`src/rtl/udp_gen_pkg.sv`:
```
// -----------------------------------------------------------------------------
// udp_gen_pkg
// Shared constants for the UDP payload generator.
//   MODE_*      : pattern select encodings (3 aliases constant fill)
//   LFSR_TAPS   : tap mask for x^8+x^6+x^5+x^4+1 (state bits 7,5,4,3)
//   SEQ_BYTES   : number of leading payload bytes carrying the sequence number
// -----------------------------------------------------------------------------
package udp_gen_pkg;

    localparam logic [1:0] MODE_INC   = 2'd0;
    localparam logic [1:0] MODE_LFSR  = 2'd1;
    localparam logic [1:0] MODE_CONST = 2'd2;

    localparam logic [7:0] LFSR_TAPS  = 8'hB8;

    localparam int SEQ_BYTES = 4;

    // Left shift with the parity of the tapped bits fed into bit 0.
    function automatic logic [7:0] lfsr_next(input logic [7:0] s);
        return {s[6:0], ^(s & LFSR_TAPS)};
    endfunction

endpackage

```
`src/rtl/udp_pattern_lfsr.sv`:
```
// -----------------------------------------------------------------------------
// udp_pattern_lfsr
// 8-bit Fibonacci LFSR used as the pseudo-random payload pattern.
//   i_clk, i_rst_n : clock, asynchronous active-low reset (state -> SEED)
//   i_load         : reload SEED (wins over i_adv)
//   i_adv          : advance one step
//   o_state        : current state
// -----------------------------------------------------------------------------
module udp_pattern_lfsr
    import udp_gen_pkg::*;
#(
    parameter logic [7:0] SEED = 8'hFF
) (
    input  logic       i_clk,
    input  logic       i_rst_n,
    input  logic       i_load,
    input  logic       i_adv,
    output logic [7:0] o_state
);

    logic [7:0] r_state;

    always_ff @(posedge i_clk or negedge i_rst_n) begin
        if (!i_rst_n) begin
            r_state <= SEED;
        end else if (i_load) begin
            r_state <= SEED;
        end else if (i_adv) begin
            r_state <= lfsr_next(r_state);
        end
    end

    assign o_state = r_state;

endmodule

```
`src/rtl/udp_payload_gen.sv`:
```
// -----------------------------------------------------------------------------
// udp_payload_gen
// Periodic UDP payload source for the MII transmit path. Pulses tx_go once per
// period and answers nibble requests with a sequence number followed by an
// increment, LFSR or constant-fill pattern.
//   mii_tx_clk : clock
//   rst_n      : asynchronous active-low reset
//   enable     : allows tx_go generation
//   mode       : pattern select, latched at each launch
//   fifo_rq    : nibble request, held high for a contiguous run
//   fifo_da    : registered payload nibble (low nibble of each byte first)
//   tx_go      : one-cycle frame start pulse
//   data_len   : payload length in bytes (constant)
//   seq_num    : sequence number of the current or most recent frame
//
// Request/data handshake: every clock edge that samples fifo_rq=1 consumes one
// nibble and presents it on fifo_da from that edge on (one clock latency);
// edges with fifo_rq=0 rewind to nibble 0 and leave fifo_da unchanged.
// -----------------------------------------------------------------------------
module udp_payload_gen
    import udp_gen_pkg::*;
#(
    parameter int         PAYLOAD_BYTES = 20,
    parameter int         PERIOD_CYCLES = 16777216,
    parameter bit         SEQ_EN        = 1'b1,
    parameter logic [7:0] FILL          = 8'hDD,
    parameter logic [7:0] LFSR_SEED     = 8'hFF
) (
    input  logic        mii_tx_clk,
    input  logic        rst_n,
    input  logic        enable,
    input  logic [1:0]  mode,
    input  logic        fifo_rq,
    output logic [3:0]  fifo_da,
    output logic        tx_go,
    output logic [15:0] data_len,
    output logic [31:0] seq_num
);

    localparam int PW = (PERIOD_CYCLES > 2) ? $clog2(PERIOD_CYCLES) : 2;

    logic [PW-1:0] r_pcnt;
    logic [11:0]   r_nidx;
    logic [1:0]    r_mode_q;
    logic [31:0]   r_seq;
    logic [3:0]    r_fifo_da;
    logic          r_tx_go;

    logic          w_launch;
    logic [10:0]   w_byte_idx;
    logic          w_in_payload;
    logic          w_seq_byte;
    logic [7:0]    w_seq_val;
    logic [7:0]    w_pat_val;
    logic [7:0]    w_byte_val;
    logic [3:0]    w_nibble;
    logic          w_lfsr_adv;
    logic [7:0]    w_lfsr;

    // A launch whose sample lands inside a request run is dropped outright,
    // so a reload can never collide with an LFSR advance.
    assign w_launch     = (r_pcnt == PW'(1)) && enable && !fifo_rq;

    assign w_byte_idx   = r_nidx[11:1];
    assign w_in_payload = (32'(w_byte_idx) < PAYLOAD_BYTES);
    assign w_seq_byte   = SEQ_EN && (32'(w_byte_idx) < SEQ_BYTES);

    // Sequence number goes out big-endian.
    always_comb begin
        w_seq_val = 8'h00;
        case (w_byte_idx[1:0])
            2'd0:    w_seq_val = r_seq[31:24];
            2'd1:    w_seq_val = r_seq[23:16];
            2'd2:    w_seq_val = r_seq[15:8];
            default: w_seq_val = r_seq[7:0];
        endcase
    end

    always_comb begin
        w_pat_val = FILL;
        case (r_mode_q)
            MODE_INC:  w_pat_val = w_byte_idx[7:0];
            MODE_LFSR: w_pat_val = w_lfsr;
            default:   w_pat_val = FILL;
        endcase
    end

    assign w_byte_val = w_seq_byte ? w_seq_val : w_pat_val;
    assign w_nibble   = !w_in_payload ? 4'h0 :
                        (r_nidx[0] ? w_byte_val[7:4] : w_byte_val[3:0]);

    // The LFSR steps after the high nibble of each in-payload pattern byte.
    assign w_lfsr_adv = fifo_rq && r_nidx[0] && w_in_payload && !w_seq_byte;

    udp_pattern_lfsr #(
        .SEED    (LFSR_SEED)
    ) u_lfsr (
        .i_clk   (mii_tx_clk),
        .i_rst_n (rst_n),
        .i_load  (w_launch),
        .i_adv   (w_lfsr_adv),
        .o_state (w_lfsr)
    );

    always_ff @(posedge mii_tx_clk or negedge rst_n) begin
        if (!rst_n) begin
            r_pcnt    <= '0;
            r_nidx    <= '0;
            r_mode_q  <= MODE_INC;
            r_seq     <= 32'hFFFF_FFFF;
            r_fifo_da <= 4'h0;
            r_tx_go   <= 1'b0;
        end else begin
            r_pcnt  <= (r_pcnt == PW'(PERIOD_CYCLES - 1)) ? '0 : r_pcnt + PW'(1);
            r_tx_go <= w_launch;

            if (w_launch) begin
                r_mode_q <= mode;
                r_seq    <= r_seq + 32'd1;
            end

            if (fifo_rq) begin
                r_nidx    <= r_nidx + 12'd1;
                r_fifo_da <= w_nibble;
            end else begin
                r_nidx    <= '0;
            end
        end
    end

    assign fifo_da  = r_fifo_da;
    assign tx_go    = r_tx_go;
    assign seq_num  = r_seq;
    assign data_len = 16'(PAYLOAD_BYTES);

endmodule

```
`config.mk`:
```
export PLATFORM = sky130hd
export DESIGN_NAME = udp_payload_gen
export DESIGN_NICKNAME = d
export VERILOG_FILES = /design/src/rtl/udp_gen_pkg.sv /design/src/rtl/udp_pattern_lfsr.sv /design/src/rtl/udp_payload_gen.sv
export SDC_FILE = /design/constraint.sdc
export NUM_CORES = 1
export LEC_CHECK = 0
export CORE_MARGIN = 10
export CORE_UTILIZATION = 56
export DETAILED_ROUTE_END_ITERATION = 10
export GPL_TIMING_DRIVEN = 0
export MAX_ROUTING_LAYER = met4
export PLACE_DENSITY = 0.9
export SYNTH_ARGS = -nofsm -noshare
export SYNTH_HDL_FRONTEND = slang
export SYNTH_SLANG_ARGS = --single-unit
export TNS_END_PERCENT = 20
```
`constraint.sdc`:
```
create_clock -name mii_tx_clk -period 2.8 [get_ports mii_tx_clk]
set_input_delay 0.56 -clock mii_tx_clk [delete_from_list [all_inputs] [get_ports mii_tx_clk]]
set_output_delay 0.56 -clock mii_tx_clk [all_outputs]
set_load 0.01 [all_outputs]
```
; ---- After elaboration in Yosys (flattened, before gate mapping)
; Cells that the tools add are included.
[op_classes]
add_sub_neg = 3
magnitude_cmp = 2
eq_ne = 5
mux = 9
n_reduce_logical = 11
[ops]
columns = cell, n
row1 = $add A32 B1 Y32 const B, 1
row2 = $add A24 B1 Y24 const B, 1
row3 = $eq A24 B1 Y1 const B, 1
row4 = $eq A24 B24 Y1 const B, 1
row5 = $mux W24, 1
row6 = $mux W8, 3
row7 = $pmux W8 S3, 1
row8 = $pmux W8 S2, 1
row9 = $add A12 B1 Y12 const B, 1
row10 = $mux W12, 1
row11 = $lt A11 B3 Y1 const B, 1
row12 = $lt A11 B5 Y1 const B, 1
row13 = $mux W4, 2
row14 = $reduce_xor A8 Y1, 1
row15 = $logic_and A1 B1 Y1, 5
row16 = $eq A2 B1 Y1 const B, 2
row17 = $logic_not A2 Y1, 2
row18 = $eq A2 B2 Y1 const B, 1
row19 = $logic_not A1 Y1, 2
row20 = $reduce_bool A2 Y1, 1
[word_totals]
ff_bits = 83
input_bits = 6

; ---- Longest topological paths before layout
; Gate-level depths: netlist of run 1.
[logic_depth]
depth_word = 5
ltp_mapped = 10

; ---- Modules after synthesis
; A second synthesis of run 1 with hierarchy kept.
[hier_totals]
hier_cells = 396
area_unflattened_um2 = 4434.3
[modules_own_cells]
columns = mod, instances, cells_per_inst, area_each_um2
row1 = udp_payload_gen, 1, 367, 4081.4
row2 = udp_pattern_lfsr, 1, 29, 352.8

; ---- Worst setup path after synthesis of run 1
; Ideal clock, no wire load.
[synth_path]
kind = input-to-reg
startpoint = input port fifo_rq
endpoint = register r_seq[16] (netlist: seq_num[16])
t_arrival_ns = 1.847
required_ns = 2.725
path_slack_ns = 0.878
path_stages = 7
path_cell_list = nor4b_2 -> nand4_2 -> or2_1 -> buf_6 -> buf_6 -> nor3_1 -> xor2_1
[synth_via]
elab_chain_cells = 2
[synth_rtl]
columns = element, line
row1 = from (decl), udp_payload_gen.sv:33  ; input logic fifo_rq,
row2 = $logic_not A1 Y1, udp_payload_gen.sv:62  ; assign w_launch = (r_pcnt == PW'(1)) && enable && !fifo_rq;
row3 = $logic_and A1 B1 Y1, udp_payload_gen.sv:62
row4 = to (signal assigned), udp_payload_gen.sv:119  ; r_seq <= r_seq + 32'd1;
row5 = to (decl), udp_payload_gen.sv:45  ; logic [31:0] r_seq;
; Every way passes these cells.
; A chain may end at the register's enable or synchronous reset.

; ---- Worst setup path after layout of run 1
[layout_path]
startpoint = input port fifo_rq
endpoint = register r_seq[25] (netlist: seq_num[25])
; The elaborated chain is that of the path after synthesis.

==> run metrics, run 1 <==
status completed; router iterations before antenna repair 5; row cnt 32; buffer depth of the longest clock path 2; Core ar. 7690 sq um; Setup-failing EPs final 0; Initial Util 57.4%; initial antenna violation count 0; Routed Antenna Nets 0; Worst Tran Pin Value 739 ps; worst r2r src r_pcnt[21]; Ant. Diodes 0; cts bufs inserted 9; CP endpoint kind register; Fin. Hold Viols 0; CP Class input port to register; Synth cell types 44; period utilization 95.0%; final core area utilization 67.8%; global-route wire length before repair between 15 and 20 mm; Post-DP Area 5030 sq um; Worst EP arrival 2950 ps; Peak supply drop roughly 0.00036 V; register area share after synthesis about 48%; Placed Cells incl. Taps 575; worst clock skew about 13 ps; RR Endpoint seq_num[25]; HPWL after DPL 7.68 mm; design area approximately 5200 sq um; min Tclk post-route 2660 ps; max_slew headroom 50.3%; FF-to-FF setup slack 460 ps; Worst Reg-to-Reg Cells 6; Final GP Congestion 0.926; GR Util All Layers 18.7%; clock sinks 83; max-slew violations 0; fillcell total 560; max-capacitance violation count 0; syn_area_per_cell 10.6 sq um; Top-Level Pins 59; worst skew pair latency 350 ps; Post-synth EDFFs 0; average wire per cell in the routed design around 18 microns; unrepaired setup endpoints after global routing no; LEAKAGE 2.24 nW; layout cells sized above 1 about a fifth; CTS Hold Bufs 0; predominant post-synthesis flop cell dfrtp_1; via/cell ratio 5.66; post-synth top area cell dfrtp_1; WP data required 3090 ps; Nets 494; worst hold path type input port to async pin; Mapped Area 4410 sq um; Die Area about 12000 sq um; CTS tree yes; post-route insts no fill 591; synth-to-layout area growth 18.1%; async set-or-reset flop fraction in the synthesized netlist 100%; chip height 109 microns; fmax around 380 MHz; crit path launch type input port; Mapped Cells ~420; YS warnings 0; worst-path maximum fanout 9; initial drt markers 204; Pwr Total 2.15 mW; htree depth 3; main area contributors after synthesis dfrtp_1 24%, dfstp_2 24%, xnor2_1 6.5%, xor2_1 6.2%, mux4_2 4.6%; Port Buffers 42; Power Density about 410 nW/um^2; clk root buf clkbuf_8; Total Wirelength 10.4 mm; Synth top area share 24.4%; largest net degree at the start of global routing 45; CTS clk-pin slew, worst paths 80 ps; remaining routing DRC violations 0; die span in x 109 microns; vias in the first global route approximately 3400; Setup Buffers After CTS 0; global route total overflow 0; synthesized flop and latch total 83; vias post-DR 3344
-- how the worst max path moves through the flow --
stage / to / startpoint / cells past startpoint / slack (ps)
4_1_cts: seq_num[31] / fifo_rq / 6 / 80
3_5_place_dp: seq_num[31] / fifo_rq / 6 / -320
5_1_grt: seq_num[25] / fifo_rq / 7 / 70
2_1_floorplan: seq_num[16] / fifo_rq / 7 / 880
3_3_place_gp: r_pcnt[0] / rst_n / 1 / -1610
6_report: seq_num[25] / fifo_rq / 7 / 140
-- Yosys cell counts, types with 2 or more instances --
cell / n
inv_1: 4
o22ai_1: 3
and3_1: 14
nor3_2: 2
nor2b_1: 8
nand2b_1: 4
conb_1: 2
clkbuf_1: 5
mux4_2: 9
buf_6: 2
nand4_1: 12
nor3_1: 11
a211oi_1: 3
o21ai_0: 15
nor4_2: 5
and4_1: 7
dfstp_2: 40
nand3_1: 36
dfrtp_1: 43
buf_1: 2
nand2_1: 43
buf_2: 2
and2_1: 12
mux2i_1: 3
buf_4: 16
xor2_1: 31
o221ai_1: 4
xnor2_1: 33
nor2_1: 23
ha_1: 4
or3_1: 2
nor4_1: 4
-- flip-flops by register name (all words and copies together), names as in the netlist --
signal / flops
r_pcnt: 24
fifo_da: 4
tx_go: 1
r_mode_q: 2
seq_num: 32
u_lfsr.o_state: 8
r_nidx: 12
-- power by group --
part	total (mW)	internal (mW)	switching (mW)	leakage [nW]
Clock	0.778	0.375	0.402	0.0896
Sequential	1.24	1.22	0.0154	0.996
Combinational	0.137	0.0593	0.0779	1.16
-- layout by cell type (no fill, tap or decap), drive strengths merged, types with 5 or more instances in the layout --
cell type	netlist	final
nand3	36	36
and3	14	14
clkbuf	6	20
buf	22	24
o21ai	15	15
inv	5	5
nor2b	8	8
conb	2	16
nor3	13	13
mux4	9	9
nor4	9	9
xor2	31	31
nand2	43	43
xnor2	33	33
nand4	13	13
dfstp	40	40
nor2	23	23
dfrtp	43	43
and2	12	12
and4	7	7
clkdlybuf4s50	0	41
-- repair_timing --
| action | in CTS | in global routing |
|---|---|---|
| endpoints found under the hold margin | 0 | 0 |
| gates resized for setup | 0 | 1 |
| endpoints found under the setup margin | 0 | 3 |
-- logic make-up after synthesis --
kind of cell	count (synthesis)	synth area share (%)
compound gates	27	3.74
flops	83	48.2
fa+ha+maj	4	1.13
mux	13	5.53
other cells	2	0.170
xor+xnor	64	12.7
buf+inv	33	4.59
simple gates	190	24.0
-- critical path, cell delays in order --
cell and delay, ps:
clkdlybuf4s50_1 620, nor4b_2 450, nand4_2 250, or2_1 290
buf_6 150, nor4_1 450, xor2_1 180
-- final cells by class --
cell class | count | area (sq um) | area share (%)
Buffer | 28 | 184 | 3.53
Clock buffer | 14 | 164 | 3.14
Clock inverter | 2 | 10.0 | 0.192
Inverter | 5 | 18.8 | 0.360
Multi-Input combinational cell | 314 | 2140 | 41.1
Sequential cell | 83 | 2130 | 40.8
Tap cell | 102 | 128 | 2.45
Timing Repair Buffer | 43 | 438 | 8.40
-- per-stage QoR --
step                hold WS, ps  TNS [ps]  setup slack [ps]
detailed placement          484     -2820              -322
finish                      171         0               141
global placement            477    -97070             -1610
CTS                         186         0              76.1
global route                198         0              67.2
floorplan                   264         0               878
-- metal layers --
metal | global-route usage [%] | vias up | part of all wire (%)
met2 | 31.0 | 109 | 52
met4 | 8.00 | 0 | 2.7
met3 | 5.13 | 25 | 5.5
li1 | - | 1560 | -
met1 | 20.7 | 1650 | 40
met5 | - | - | 0
No activity file was read; power rests on OpenSTA's default activity.
==> run 2, diff against run 1 <==
==> constraint.sdc (replaced) <==
create_clock -name mii_tx_clk -period 2.8 [get_ports mii_tx_clk]
set_input_delay 0.56 -clock mii_tx_clk [delete_from_list [all_inputs] [get_ports mii_tx_clk]]
set_output_delay 0.56 -clock mii_tx_clk [all_outputs]
set_load 0.1 [all_outputs]
==> results of run 2 <==
Same layout as run 1 (identical final DEF). Status: completed.
Main changes from that run: setup slack after layout 141 ps -> 56.8 ps; start point of the critical path fifo_rq -> seq_num[18]; end point of the critical path seq_num[25] -> seq_num[18]; total power 2.15 mW -> 2.25 mW
